### config.mk
export PLATFORM = sky130hd
export DESIGN_NAME = number_led_encoder
export DESIGN_NICKNAME = d
export VERILOG_FILES = /design/src/rtl/guess_pkg.sv /design/src/rtl/digit_to_onehot.sv /design/src/rtl/number_led_encoder.sv
export SDC_FILE = /design/constraint.sdc
export NUM_CORES = 1
export LEC_CHECK = 0
export ABC_CLOCK_PERIOD_IN_PS = 4800
export BUFFER_PORTS_ARGS = -buffer_cell sky130_fd_sc_hd__buf_4
export CAP_MARGIN = 20
export CELL_PAD_IN_SITES_DETAIL_PLACEMENT = 1
export CELL_PAD_IN_SITES_GLOBAL_PLACEMENT = 2
export CORE_ASPECT_RATIO = 0.5
export CORE_MARGIN = 2
export CORE_UTILIZATION = 40
export CTS_CLUSTER_DIAMETER = 150
export CTS_CLUSTER_SIZE = 14
export DETAILED_ROUTE_END_ITERATION = 16
export GPL_TIMING_DRIVEN = 0
export PLACE_DENSITY_LB_ADDON = 0.1
export SYNTH_ARGS = -nofsm -noshare
export SYNTH_HDL_FRONTEND = slang
export SYNTH_SLANG_ARGS = --single-unit
### constraint.sdc
create_clock -name clk -period 4.8 [get_ports clk]
set_input_delay 0.72 -clock clk [delete_from_list [all_inputs] [get_ports clk]]
set_output_delay 0.72 -clock clk [all_outputs]
set_load 0.02 [all_outputs]
### src/rtl/guess_pkg.sv
// Constants and state encoding shared by the guess-number switch decoder and LED encoder.
package guess_pkg;

  localparam int unsigned NUM_LEDS = 10;
  localparam logic [3:0] MAX_DIGIT = 4'd9;
  localparam logic [NUM_LEDS-1:0] ERR_PATTERN = 10'h3FF;

  typedef enum logic [1:0] {
    IDLE,
    SHOW,
    BLINK
  } led_state_e;

endpackage

### src/rtl/digit_to_onehot.sv
// Maps a decimal digit onto its one-hot LED; inverse of the switch decoder.
module digit_to_onehot
  import guess_pkg::*;
(
  input  logic [3:0]          num,
  output logic [NUM_LEDS-1:0] onehot,
  output logic                valid
);

  always_comb begin
    valid  = (num <= MAX_DIGIT);
    onehot = '0;
    if (valid) begin
      onehot = {{(NUM_LEDS-1){1'b0}}, 1'b1} << num;
    end
  end

endmodule

### src/rtl/number_led_encoder.sv
// Shows a loaded digit one-hot on LEDR for a hold time, or blinks all LEDs when out of range.
module number_led_encoder
  import guess_pkg::*;
#(
  parameter int unsigned HOLD_CYCLES   = 50000000,
  parameter int unsigned BLINK_CYCLES  = 12500000,
  parameter int unsigned BLINK_TOGGLES = 6
) (
  input  logic                clk,
  input  logic                rst,
  input  logic                load,
  input  logic                abort,
  input  logic [3:0]          num,
  output logic                busy,
  output logic                done,
  output logic                error,
  output logic [NUM_LEDS-1:0] LEDR
);

  localparam int unsigned CntMax = (HOLD_CYCLES > BLINK_CYCLES) ? HOLD_CYCLES : BLINK_CYCLES;
  localparam int unsigned CntW   = $clog2(CntMax + 1);
  localparam int unsigned TogW   = $clog2(BLINK_TOGGLES + 1);

  localparam logic [CntW-1:0] HoldLoad  = CntW'(HOLD_CYCLES - 1);
  localparam logic [CntW-1:0] BlinkLoad = CntW'(BLINK_CYCLES - 1);
  localparam logic [TogW-1:0] TogLast   = TogW'(BLINK_TOGGLES - 1);

  led_state_e          state_q, state_d;
  logic [CntW-1:0]     cnt_q, cnt_d;
  logic [TogW-1:0]     tog_q, tog_d;
  logic [NUM_LEDS-1:0] ledr_q, ledr_d;
  logic                busy_q, busy_d;
  logic                done_q, done_d;
  logic                error_q, error_d;

  logic [NUM_LEDS-1:0] digit_onehot;
  logic                digit_valid;

  digit_to_onehot u_digit_to_onehot (
    .num    (num),
    .onehot (digit_onehot),
    .valid  (digit_valid)
  );

  always_comb begin
    state_d = state_q;
    cnt_d   = cnt_q;
    tog_d   = tog_q;
    ledr_d  = ledr_q;
    error_d = error_q;
    done_d  = 1'b0;

    if (abort) begin
      // Abort wins over load and never reports completion.
      state_d = IDLE;
      ledr_d  = '0;
    end else begin
      unique case (state_q)
        IDLE: begin
          if (load) begin
            if (digit_valid) begin
              ledr_d  = digit_onehot;
              error_d = 1'b0;
              cnt_d   = HoldLoad;
              state_d = SHOW;
            end else begin
              ledr_d  = ERR_PATTERN;
              error_d = 1'b1;
              cnt_d   = BlinkLoad;
              tog_d   = '0;
              state_d = BLINK;
            end
          end
        end
        SHOW: begin
          if (cnt_q == '0) begin
            ledr_d  = '0;
            done_d  = 1'b1;
            state_d = IDLE;
          end else begin
            cnt_d = cnt_q - 1'b1;
          end
        end
        BLINK: begin
          if (cnt_q == '0) begin
            if (tog_q == TogLast) begin
              ledr_d  = '0;
              done_d  = 1'b1;
              state_d = IDLE;
            end else begin
              ledr_d = ~ledr_q;
              tog_d  = tog_q + 1'b1;
              cnt_d  = BlinkLoad;
            end
          end else begin
            cnt_d = cnt_q - 1'b1;
          end
        end
        default: begin
          ledr_d  = '0;
          state_d = IDLE;
        end
      endcase
    end

    busy_d = (state_d != IDLE);
  end

  always_ff @(posedge clk or posedge rst) begin
    if (rst) begin
      state_q <= IDLE;
      cnt_q   <= '0;
      tog_q   <= '0;
      ledr_q  <= '0;
      busy_q  <= 1'b0;
      done_q  <= 1'b0;
      error_q <= 1'b0;
    end else begin
      state_q <= state_d;
      cnt_q   <= cnt_d;
      tog_q   <= tog_d;
      ledr_q  <= ledr_d;
      busy_q  <= busy_d;
      done_q  <= done_d;
      error_q <= error_d;
    end
  end

  assign LEDR  = ledr_q;
  assign busy  = busy_q;
  assign done  = done_q;
  assign error = error_q;

endmodule
### Word-level counts from Yosys, hierarchy flattened

Index checks and enable logic that the tools add are counted.

| storage, ports and cells | value |
|---|---|
| output and inout port bits | 13 |
| logic and storage cells | 65 |
| register bits | 44 |
| bits of input ports | 8 |

| operators by class | value |
|---|---|
| muxes and demuxes | 31 |
| reductions and logical operators | 9 |
| order comparisons | 1 |
| bitwise gates (word level) | 2 |
| shifts and indexed selects | 1 |
| add/subtract/negate cells | 2 |
| equal/unequal tests | 12 |

Operator list:

| operator | number |
|---|---|
| 26-bit 2-to-1 mux | 5 |
| 26-bit one-hot mux with 3 select lines | 1 |
| 10-bit 2-to-1 mux | 6 |
| 10-bit one-hot mux with 3 select lines | 1 |
| 26-bit logical NOT | 1 |
| 26-bit by 1-bit subtractor with 26-bit output, second input constant | 1 |
| 2-bit 2-to-1 mux | 6 |
| 3-bit 2-to-1 mux | 4 |
| 3-bit != test, second input constant | 4 |
| 2-bit != test, second input constant | 5 |
| 10-bit NOT | 1 |
| 1-bit by 4-bit left shift with 10-bit output, first input constant | 1 |
| 2-bit one-hot mux with 3 select lines | 1 |
| 3-bit one-hot mux with 2 select lines | 1 |
| 3-bit AND reduction | 2 |
| 6-bit AND reduction | 1 |
| 1-bit 2-to-1 mux | 5 |
| 5-bit AND reduction | 1 |
| 4-bit less-or-equal comparator, second input constant | 1 |
| 2-bit nonzero test | 2 |
| 3-bit by 1-bit adder with 3-bit output, second input constant | 1 |
| 3-bit == test, second input constant | 1 |
| 3-bit nonzero test | 1 |
| 2-bit by 1-bit == test with 1-bit output, second input constant | 1 |
| other kinds (4) | 4 |

### Depth between registers and ports, before layout

Gate-level depths: netlist (run 1).

| logic depth | value |
|---|---|
| depth in word-level cells | 6 |
| gate-level depth with buffers | 9 |
| mapped depth without buffers | 7 |

### Cells and area by module

Synthesis (run 1) repeated with hierarchy kept, for this count alone.

| unflattened totals | value |
|---|---|
| cells, all modules | 321 |
| area, all modules | 2844.0 µm² |

By module, submodules not included:

| module | cells an instance | times used | area each (µm²) | seq. area each (µm²) |
|---|---|---|---|---|
| number_led_encoder | 306 | 1 | 2671.3 | 1101.1 |
| digit_to_onehot | 15 | 1 | 172.7 | 0.0 |

### Worst setup path before layout (run 1)

No wires, ideal clock.

| timing path | value |
|---|---|
| kind | reg-to-reg |
| start | reg cnt_q[0] |
| end | reg cnt_q[24] |
| buffers on the path | 2 |
| path slack | 2.402 ns |
| clock period less this slack | 2.398 ns |
| data arrival time | 2.273 ns |
| data required time | 4.675 ns |
| setup time | 0.125 ns |
| stages on the path, launching flop included | 10 |
| path through | dfrtp_1 > inv_1 > ha_1 > or4b_1 > clkbuf_1 > or4_1 > buf_2 > nor3_2 > o21ai_1 > mux2_2 |

| on the way | value |
|---|---|
| longest elaborated chain between the ends | 3 |
| elaborated cells between the ends (all ways) | 8 |
| those cells by class | 1 x add/sub; 2 x eq/ne; 3 x mux; 2 x reduce/logical |

Ends and longest elaborated chain:

| what | line | source |
|---|---|---|
| start, declared | number_led_encoder.sv:29 | `logic [CntW-1:0] cnt_q, cnt_d;` |
| start signal, assigned | number_led_encoder.sv:120 | `cnt_q <= cnt_d;` |
| 26-bit by 1-bit subtractor with 26-bit output or 26-bit logical NOT (tied branches) | - |  |
| 26-bit 2-to-1 mux (tied with other cells) | number_led_encoder.sv:85 | `if (cnt_q == '0) begin` |
| 26-bit one-hot mux with 3 select lines or 5-bit AND reduction (tied branches) | - |  |

Parallel ways exist; a longest one is shown, timed or not. The select of a mux whose other input is x is not followed.
A chain may end at the register's enable or synchronous reset.

### Worst setup path after layout (run 1)

| timing path | value |
|---|---|
| start | reg state_q[0] |
| end | reg cnt_q[5] |

| on the way | value |
|---|---|
| longest elaborated chain between the ends | 3 |
| elaborated cells between the ends (all ways) | 9 |
| those cells by class | 5 x eq/ne; 1 x mux; 3 x reduce/logical |

Ends and longest elaborated chain:

| what | line | source |
|---|---|---|
| start, declared | number_led_encoder.sv:28 | `led_state_e state_q, state_d;` |
| start signal, assigned | number_led_encoder.sv:119 | `state_q <= state_d;` |
| 2-bit == test (tied with other cells) | number_led_encoder.sv:58 | `unique case (state_q)` |
| 3-bit != test (no line) (tied with other cells) | - |  |
| 5-bit AND reduction (no line) | - |  |

Parallel ways exist; a longest one is shown, timed or not.

==> impl_metrics.json, run 1 <==
{
  "grt_max_degree": 30,
  "clk_pin_slew_ns": 0.07,
  "multi_input_area_mm2": 0.00158,
  "clk_latency_ns": 0.30,
  "whs_ns": 0.418,
  "utilization": 0.484,
  "synth_top_area_frac": 0.383,
  "reg2reg_slack_ns": 1.89,
  "nets": 374,
  "cts_resized": 0,
  "num_rows": 21,
  "via_per_inst": 5.99,
  "die_h_um": 63.9,
  "hold_path.class": "in2async",
  "post_drt_wl_per_cell_um": 18.5,
  "yosysSeqAreaShare": 0.383,
  "synth_top_family_by_area": "compound AO/OA/AOI/OAI gates",
  "fin_crit_sh": 0.605,
  "cellLeakagePower_nw": 1.35,
  "num_vias": 2702,
  "pwr-share-comb": 0.278,
  "grt_pass1_wl_um": 14500,
  "drive_gt1_frac": 0.153,
  "drc": 0,
  "synthAdderAreaFrac": 0.0348,
  "async_reset_ff_frac": 1.00,
  "maxCapViolCount": 0,
  "ant_nets": 0,
  "ir_worst_vdd_v": 0.000131,
  "cp.required_ns": 5.01,
  "rr_worst_depth": 8,
  "regToRegStartpoint": "state_q[0]",
  "use_met2": 0.391,
  "fillCellCount": 809,
  "ys_ff_latch": 44,
  "synth_xor_area_frac": 0,
  "io_buffer_count": 18,
  "cts_setup_buffers": 0,
  "use_met1": 0.313,
  "post_dp_cell_area_mm2": 0.00314,
  "synthesis.nets": 348,
  "finalNonFillerCells": 451,
  "cts_sinks": 44,
  "synth-compound-area-share": 0.306,
  "yosys-top-cells-count": "44 x dfrtp_1, 35 x a21oi_1, 31 x o21ai_0",
  "p_seq_frac": 0.421,
  "cts_buffers": 5,
  "design.die.area_mm2": 0.00792,
  "grt_pass1_vias": 2928,
  "synthCells": 332,
  "synth.largest_area_cell": "dfrtp_1",
  "synth.area.mux_share": 0.00740,
  "endpoint_kind": "register",
  "holdBufCountCts": 0,
  "netlist_area_mm2": 0.00287,
  "arrival_ns": 3.12,
  "die_w_um": 124,
  "run_status": "finished, final reports clean",
  "antenna_found_initial": 0,
  "fin_area_mm2": 0.00329,
  "top_level_ports": 21,
  "ys.flop_type": "dfrtp_1",
  "grt_use_total": 0.236,
  "top_usage_layer": "met2",
  "grt-ovfl-total": 0,
  "finClkSkew_ns": 0.00818,
  "setup_tns_ns": 0,
  "synthTopCellsByArea": "dfrtp_1 38%, a21oi_1 6.1%, o21ai_0 5.4%",
  "initial_core_util": 0.422,
  "synth_edf_count": 0,
  "grt_setup_unrepaired": "no",
  "synth_cell_types": 58,
  "sw_frac_of_total": 0.356,
  "regArea_mm2": 0.00110,
  "worst_setup_path_start_kind": "register",
  "drtIter0Drc": 101,
  "period_needed_ns": 2.91,
  "met3_usage": 0.0509,
  "drt_first_pass_iters": 4,
  "fp.coreArea_mm2": 0.00681,
  "clk_path_buf_depth": 2,
  "yosysWarnings": 0,
  "htree_num_levels": 2,
  "report.final.hold_viol_count": 0,
  "p_sw_uw": 428,
  "setup_viol": 0,
  "gp_congestion": 0.812,
  "internal-power_uw": 776,
  "worstSetupPathType": "reg2reg",
  "routed_wl_um": 8360,
  "r2r_end": "cnt_q[5]",
  "cts_root_buffer": "clkbuf_16",
  "dp_cells": 443,
  "relSlewSlack": 0.319,
  "yosysMostFrequentCell": "dfrtp_1",
  "fmax_mhz": 344,
  "num_antenna_cells": 0,
  "syn_to_final_growth_pct": 14.6,
  "yosys.area_share.simple": 0.200,
  "avgSynthCellArea_um2": 8.66,
  "power.density_mw_per_mm2": 366,
  "path_max_fanout": 8,
  "p_clk_frac": 0.300,
  "worstMarginPinSlew_ns": 1.02,
  "hpwlAfterDp_um": 6240,
  "slew_violations": 0,
  "cts_tree": "done"
}
[registers in the layout (all words and copies together), names as in the netlist]
| signal | count |
|---|---|
| tog_q | 3 |
| state_q | 2 |
| LEDR | 10 |
| busy | 1 |
| done | 1 |
| cnt_q | 26 |
| error | 1 |
[cells in the final DEF (no fill, tap or decap), drive strengths merged, types with 3 or more instances in the layout]
cell type and count:
ha 8, a31oi 7, nand3 3, a211oi 4, clkbuf 20, nor2 19, a21oi 36, dfrtp 44
nor3 28, a22o 7, nor4 8, buf 30, or2 4, o22a 7, or4 7, nand2 18
o21ai 34, nand2b 3, or3 4, a31o 3, o2bb2ai 3, o22ai 10, inv 17
[critical path: stages (launching register included)]
cell	delay, ns
dfrtp_1	0.42
inv_1	0.10
ha_1	0.35
or2_2	0.17
clkbuf_1	0.30
nand2_1	0.24
a31oi_1	0.81
a41oi_2	0.20
o22ai_1	0.21
[through the flow]
stage,worst slack (ns),power (mW)
after floorplan,2.40,0.733
after global placement,1.90,0.828
after detailed placement,1.87,0.849
after CTS,1.88,1.21
after global routing,1.66,1.28
final,1.89,1.20
[how the worst max path moves through the flow]
stage                from        end  slack [ns]  cells past startpoint
2_1_floorplan    cnt_q[0]  cnt_q[24]        2.40                      9
5_1_grt        state_q[0]   cnt_q[6]        1.66                      8
6_report       state_q[0]   cnt_q[5]        1.89                      8
3_5_place_dp         load   cnt_q[6]        1.87                      8
3_3_place_gp         load   cnt_q[8]        1.90                      8
4_1_cts        state_q[0]   cnt_q[5]        1.88                      8
[cell type report]
| type | count | share of cell area |
|---|---|---|
| sequential | 44 | 0.334 |
| timing repair buffer | 19 | 0.0471 |
| clock inverter | 2 | 0.00304 |
| multi-input combinational | 246 | 0.479 |
| buffer | 25 | 0.0399 |
| inverter | 17 | 0.0194 |
| clock buffer | 6 | 0.0422 |
| tap | 92 | 0.0350 |
[power groups by stage]
| stage | combinational (mW) | sequential [mW] | clock, mW |
|---|---|---|---|
| floorplan | 0.222 | 0.511 | 0 |
| global placement | 0.320 | 0.508 | 0 |
| detailed placement | 0.335 | 0.514 | 0 |
| CTS | 0.337 | 0.507 | 0.369 |
| global route | 0.376 | 0.518 | 0.381 |
| finish | 0.335 | 0.507 | 0.361 |
[routing by layer]
layer | wire [um] | part of all wire
met1 | 4030 | 0.48
met2 | 3940 | 0.47
met3 | 308 | 0.037
met4 | 83 | 0.0099
met5 | 0 | 0
[kinds of logic (layout without fill, tap and decap cells)]
family	Yosys count	in the layout
DFF	44	44
AOI/OAI and AO/OA	131	131
and+or+nand+nor	105	105
muxes	2	2
buffers and inverters	42	69
adders and majority gates	8	8
No activity file was read; power rests on OpenSTA's default activity.
==> inputs of run 2 (changes only) <==
--- a/config.mk
+++ b/config.mk
@@ -5,14 +5,15 @@
 export SDC_FILE = /design/constraint.sdc
 export NUM_CORES = 1
 export LEC_CHECK = 0
-export ABC_CLOCK_PERIOD_IN_PS = 4800
+export ABC_AREA = 1
+export ABC_CLOCK_PERIOD_IN_PS = 2800
 export BUFFER_PORTS_ARGS = -buffer_cell sky130_fd_sc_hd__buf_4
 export CAP_MARGIN = 20
 export CELL_PAD_IN_SITES_DETAIL_PLACEMENT = 1
 export CELL_PAD_IN_SITES_GLOBAL_PLACEMENT = 2
 export CORE_ASPECT_RATIO = 0.5
 export CORE_MARGIN = 2
-export CORE_UTILIZATION = 40
+export CORE_UTILIZATION = 35
 export CTS_CLUSTER_DIAMETER = 150
 export CTS_CLUSTER_SIZE = 14
 export DETAILED_ROUTE_END_ITERATION = 16
==> constraint.sdc (replaced) <==
create_clock -name clk -period 2.8 [get_ports clk]
set_input_delay 0.42 -clock clk [delete_from_list [all_inputs] [get_ports clk]]
set_output_delay 0.42 -clock clk [all_outputs]
set_load 0.02 [all_outputs]
==> impl_metrics.json, run 2 <==
{
  "setup_slack_ns": 0.573,
  "grt-ovfl-total": 0,
  "gp_congestion": 0.803,
  "maxCapViolCount": 0,
  "grt_max_degree": 27,
  "clk_pin_slew_ns": 0.07,
  "p_seq_frac": 0.390,
  "cellLeakagePower_nw": 1.57,
  "report.final.hold_viol_count": 0,
  "utilization": 0.423,
  "netlist_area_mm2": 0.00298,
  "ir_worst_vdd_v": 0.000251,
  "top_level_ports": 21,
  "nets": 449,
  "fin_crit_sh": 0.795,
  "fillCellCount": 1027,
  "power.density_mw_per_mm2": 694,
  "fmax_mhz": 449,
  "ys.flop_type": "dfrtp_1",
  "p_sw_uw": 958,
  "design.die.area_mm2": 0.00931,
  "final_cell_mix": "80 x nand2_1, 52 x inv_1, 51 x nor2_1",
  "cts_buffers": 5,
  "htree_num_levels": 2,
  "avgSynthCellArea_um2": 7.36,
  "internal-power_mw": 1.43,
  "num_rows": 23,
  "layout_commonest_cell": "nand2_1",
  "whs_ns": 0.140,
  "wl_met3_um": 292,
  "setup_tns_ns": 0,
  "endpoint_kind": "register",
  "die_w_um": 135,
  "wl_met1_um": 4450,
  "worstMarginPinSlew_ns": 0.702,
  "setup_viol": 0,
  "relSlewSlack": 0.532,
  "grt_pass1_wl_um": 15700,
  "grt_pass1_vias": 3132,
  "dr_wl_met2_um": 4320,
  "yosysSeqAreaShare": 0.369,
  "grt_use_total": 0.215,
  "synthTopCellsByArea": "dfrtp_1 37%, nand2_1 10%, inv_1 6.7%",
  "via_per_inst": 5.25,
  "period_needed_ns": 2.23,
  "synthCells": 405,
  "maxUsedRoutingLayer": "met4",
  "cts_setup_buffers": 0,
  "routed_wl_um": 9120,
  "drtIter0Drc": 95,
  "ys_ff_latch": 44,
  "largest_register": "cnt_q",
  "drc": 0,
  "ant_nets": 0,
  "run_status": "finished, final reports clean",
  "arrival_ns": 2.41,
  "cts_resized": 0,
  "post_dp_cell_area_mm2": 0.00329,
  "path_max_fanout": 8,
  "cp.required_ns": 2.99,
  "die_h_um": 69.3,
  "hpwlAfterDp_um": 6930,
  "yosysMostFrequentCell": "nand2_1",
  "synthesis.nets": 421,
  "cts_sinks": 44,
  "syn_to_final_growth_pct": 15.5,
  "fp.coreArea_mm2": 0.00814,
  "slew_violations": 0,
  "num_vias": 2862,
  "worst_setup_path_start_kind": "register",
  "post_drt_wl_per_cell_um": 16.7,
  "synth_edf_count": 0,
  "synth_cell_types": 38,
  "clk_path_buf_depth": 2,
  "largest_reg_flops": 26,
  "yosysWarnings": 0,
  "p_clk_frac": 0.269,
  "synth.largest_area_cell": "dfrtp_1",
  "drive_gt1_frac": 0.171,
  "drt_first_pass_iters": 4,
  "pre_cts_slack_ns": 0.590,
  "synth_top_area_frac": 0.369,
  "holdBufCountCts": 0,
  "async_reset_ff_frac": 1.00,
  "finClkSkew_ns": 0.00912,
  "initial_core_util": 0.366,
  "fin_area_mm2": 0.00344,
  "cts_root_buffer": "clkbuf_16",
  "yosys-top-cells-count": "80 x nand2_1, 53 x inv_1, 51 x nor2_1",
  "cts_tree": "done",
  "hold_path.class": "in2async",
  "grt_setup_unrepaired": "no",
  "antenna_found_initial": 0,
  "sw_frac_of_total": 0.401,
  "clk_latency_ns": 0.30,
  "pwr-share-comb": 0.341,
  "io_buffer_count": 20,
  "num_antenna_cells": 0,
  "worstSetupPathType": "reg2reg"
}
[run 2: cell types whose count changed in the layout (fill, tap and decap cells not counted), moves of 9 or more]
cell and change:
o21ai_0 -15, a21oi_1 -14, nand4_1 +9, nand2_1 +63
nor2_1 +32, clkbuf_1 -12, inv_1 +36, a22oi_1 +10
nand3_1 +33, nor3_1 -24, nor2_2 +12
[run 2: kinds of logic after synthesis]
family,share of synthesized area
DFF,0.369
AOI/OAI and AO/OA,0.145
and+or+nand+nor,0.351
buffers and inverters,0.0856
adders and majority gates,0.0336
xor gates and xnor gates,0.0147
[run 2: final timing paths]
check / startpoint / to / slack [ns] / cells after the start
setup / recovery: state_q[0] / cnt_q[17] / 0.57 / 8
hold / removal: rst / error / 0.14 / 2
setup reg to reg: state_q[0] / cnt_q[17] / 0.57 / 8
hold reg to reg: error / error / 0.51 / 2
max in group asynchronous: rst / done / 2.15 / 3
min in group clk: abort / done / 0.34 / 2
[run 2: cell type report]
cell class | count | area, um2 | area share
Tap cell | 112 | 140 | 0.0407
Clock buffer | 7 | 153 | 0.0443
Buffer | 5 | 35.0 | 0.0102
Inverter | 58 | 220 | 0.0640
Sequential cell | 44 | 1100 | 0.320
Multi-Input combinational cell | 298 | 1620 | 0.472
Timing Repair Buffer | 21 | 170 | 0.0494
[run 2: metal layers]
| layer | global-route usage | vias to the layer above |
|---|---|---|
| li1 | - | 1389 |
| met4 | 0.0421 | 0 |
| met5 | 0 | - |
| met1 | 0.282 | 1433 |
| met3 | 0.0592 | 7 |
| met2 | 0.358 | 33 |
[run 2: stage by stage]
| step | total power [mW] | instances |
|---|---|---|
| 3_3_place_gp | 1.70 | 537 |
| 6_report | 2.39 | 545 |
| 4_1_cts | 2.40 | 545 |
| 3_5_place_dp | 1.75 | 538 |
| 2_1_floorplan | 1.48 | 405 |
| 5_1_grt | 2.56 | 545 |
[run 2: worst max-delay path, cell delays in order, from the launching register on]
cell and delay [ns]:
dfrtp_1 0.41, inv_1 0.11, ha_1 0.31, nor2_1 0.32
inv_1 0.28, nor2_1 0.30, inv_1 0.13, a21oi_1 0.17
o21ai_1 0.07
[run 2: power groups by stage]
stage,combinational (mW),sequential [mW],clock [mW]
final,0.815,0.931,0.643
after global routing,0.922,0.954,0.683
after CTS,0.822,0.928,0.652
after detailed placement,0.813,0.936,0
after global placement,0.774,0.930,0
after floorplan,0.542,0.936,0
==> inputs of run 3 (changes only) <==
--- a/config.mk
+++ b/config.mk
@@ -5,15 +5,15 @@
 export SDC_FILE = /design/constraint.sdc
 export NUM_CORES = 1
 export LEC_CHECK = 0
-export ABC_AREA = 1
-export ABC_CLOCK_PERIOD_IN_PS = 2800
+export ABC_AREA = 0
+export ABC_CLOCK_PERIOD_IN_PS = 1800
 export BUFFER_PORTS_ARGS = -buffer_cell sky130_fd_sc_hd__buf_4
 export CAP_MARGIN = 20
 export CELL_PAD_IN_SITES_DETAIL_PLACEMENT = 1
 export CELL_PAD_IN_SITES_GLOBAL_PLACEMENT = 2
 export CORE_ASPECT_RATIO = 0.5
 export CORE_MARGIN = 2
-export CORE_UTILIZATION = 35
+export CORE_UTILIZATION = 34
 export CTS_CLUSTER_DIAMETER = 150
 export CTS_CLUSTER_SIZE = 14
 export DETAILED_ROUTE_END_ITERATION = 16
==> constraint.sdc (replaced) <==
create_clock -name clk -period 1.8 [get_ports clk]
set_input_delay 0.27 -clock clk [delete_from_list [all_inputs] [get_ports clk]]
set_output_delay 0.27 -clock clk [all_outputs]
set_load 0.02 [all_outputs]
==> impl_metrics.json, run 3 (synthesized netlist as in run 1, its figures left out) <==
{
  "power.density_mw_per_mm2": 875,
  "period_needed_ns": 2.31,
  "setup_viol": 43,
  "top_level_ports": 21,
  "cellLeakagePower_nw": 1.73,
  "top_usage_layer": "met2",
  "num_rows": 23,
  "die_w_um": 134,
  "whs_ns": 0.301,
  "nets": 421,
  "maxCapViolCount": 0,
  "grt_use_total": 0.233,
  "io_buffer_count": 18,
  "htree_num_levels": 2,
  "endpoint_kind": "register",
  "grt-ovfl-total": 0,
  "use_met2": 0.378,
  "hold_path_end": "state_q[0]",
  "ant_nets": 0,
  "largest_register": "cnt_q",
  "hpwlAfterDp_um": 6600,
  "hold_path.class": "in2reg",
  "cts_root_buffer": "clkbuf_16",
  "grt_setup_unrepaired": "yes",
  "antenna_found_initial": 0,
  "relSlewSlack": 0.395,
  "cts_buffers": 5,
  "report.final.hold_viol_count": 0,
  "drc": 0,
  "gp_congestion": 0.799,
  "routed_wl_um": 10700,
  "use_met1": 0.329,
  "grt_pass1_wl_um": 17100,
  "fmax_mhz": 432,
  "cts_sinks": 44,
  "initial_core_util": 0.354,
  "worstMarginPinSlew_ns": 0.898,
  "via_per_inst": 5.82,
  "fin_crit_sh": 1.28,
  "drtIter0Drc": 87,
  "drive_gt1_frac": 0.459,
  "regToRegStartpoint": "cnt_q[1]",
  "reg2reg_slack_ns": -0.51,
  "fillCellCount": 913,
  "rr_worst_depth": 7,
  "path_max_fanout": 8,
  "finClkSkew_ns": 0.00346,
  "worst_setup_path_start_kind": "register",
  "setup_tns_ns": -15.75,
  "design.die.area_mm2": 0.00925,
  "grt_max_degree": 29,
  "num_vias": 3009,
  "run_status": "finished with violations",
  "ir_worst_vdd_v": 0.000400,
  "worstSetupPathType": "reg2reg",
  "arrival_ns": 2.53,
  "drt_first_pass_iters": 4,
  "slew_violations": 0,
  "violations": "setup timing",
  "cp.required_ns": 2.02,
  "die_h_um": 69.0,
  "hold_start": "load",
  "grt_pass1_vias": 3144,
  "final_cell_mix": "54 x buf_4, 38 x dfrtp_1, 23 x nor3_1",
  "layout_commonest_cell": "buf_4",
  "post_drt_wl_per_cell_um": 20.7,
  "total_power_mw": 3.71,
  "cts_tree": "done",
  "clk_latency_ns": 0.29,
  "fp.coreArea_mm2": 0.00812,
  "clk_pin_slew_ns": 0.06,
  "setup_slack_ns": -0.512,
  "r2r_end": "cnt_q[18]",
  "hold_path_depth": 3,
  "pre_cts_slack_ns": -1.05,
  "largest_reg_flops": 26,
  "clk_path_buf_depth": 2,
  "met3_usage": 0.0412,
  "num_antenna_cells": 0,
  "syn_to_final_growth_pct": 47.7
}
[run 3: cell types whose count changed in the layout (fill, tap and decap cells not counted), sizes merged, moves of 24 or more]
cell | previous run | this run
nor3 | 4 | 28
nand3 | 39 | 3
buf | 24 | 83
nor2 | 68 | 19
inv | 58 | 17
nand2 | 87 | 18
[run 3: power by group]
part / switching, mW / total, mW / internal (mW)
clock network: 0.402 / 0.986 / 0.584
registers: 0.220 / 1.39 / 1.17
logic: 0.724 / 1.34 / 0.614
[run 3: layout make-up]
cell class / count / area (um2) / area share
Clock buffer: 7 / 153 / 0.0360
Tap cell: 112 / 140 / 0.0330
Multi-Input combinational cell: 246 / 1990 / 0.470
Timing Repair Buffer: 73 / 638 / 0.150
Buffer: 18 / 146 / 0.0345
Sequential cell: 44 / 1110 / 0.261
Inverter: 17 / 63.8 / 0.0150
[run 3: worst max-delay path, stage by stage (launching register included)]
cell and delay, ns:
dfrtp_1 0.40, inv_2 0.09, ha_4 0.14, or4b_4 0.47
or4_4 0.54, or2_4 0.29, a21oi_2 0.14, o22a_1 0.16
[run 3: how the worst max path moves through the flow]
stage               startpoint   endpoint  slack, ns  cells past startpoint
floorplan             cnt_q[0]  cnt_q[24]      -0.54                      9
global placement    state_q[0]  cnt_q[24]      -0.99                      8
detailed placement  state_q[0]  cnt_q[24]      -1.05                      8
CTS                   cnt_q[0]  cnt_q[20]      -0.59                      9
global route          cnt_q[9]  cnt_q[18]      -0.56                      5
finish                cnt_q[1]  cnt_q[18]      -0.51                      7
[run 3: metal layers]
metal | share of wire | wire length (um) | vias up
met4 | 0.010 | 108 | 0
met2 | 0.46 | 4970 | 50
met3 | 0.034 | 361 | 11
met5 | 0 | 0 | -
met1 | 0.49 | 5250 | 1548
li1 | - | - | 1400
[run 3: stage by stage]
stage	std cells	cell area (um2)	util
5_1_grt	517	4240	0.523
4_1_cts	510	4060	0.500
3_5_place_dp	463	3230	0.398
2_1_floorplan	332	2930	-
6_report	517	4240	0.523
3_3_place_gp	462	3210	0.395
[run 3: timing repair]
item                       CTS  global route
resized for setup           99            49
hold buffers                 1             0
setup endpoints to repair   43            43
gates cloned                 6             0
buffers inserted            36            11
hold endpoints to repair    16             0
pin swaps                   60            17
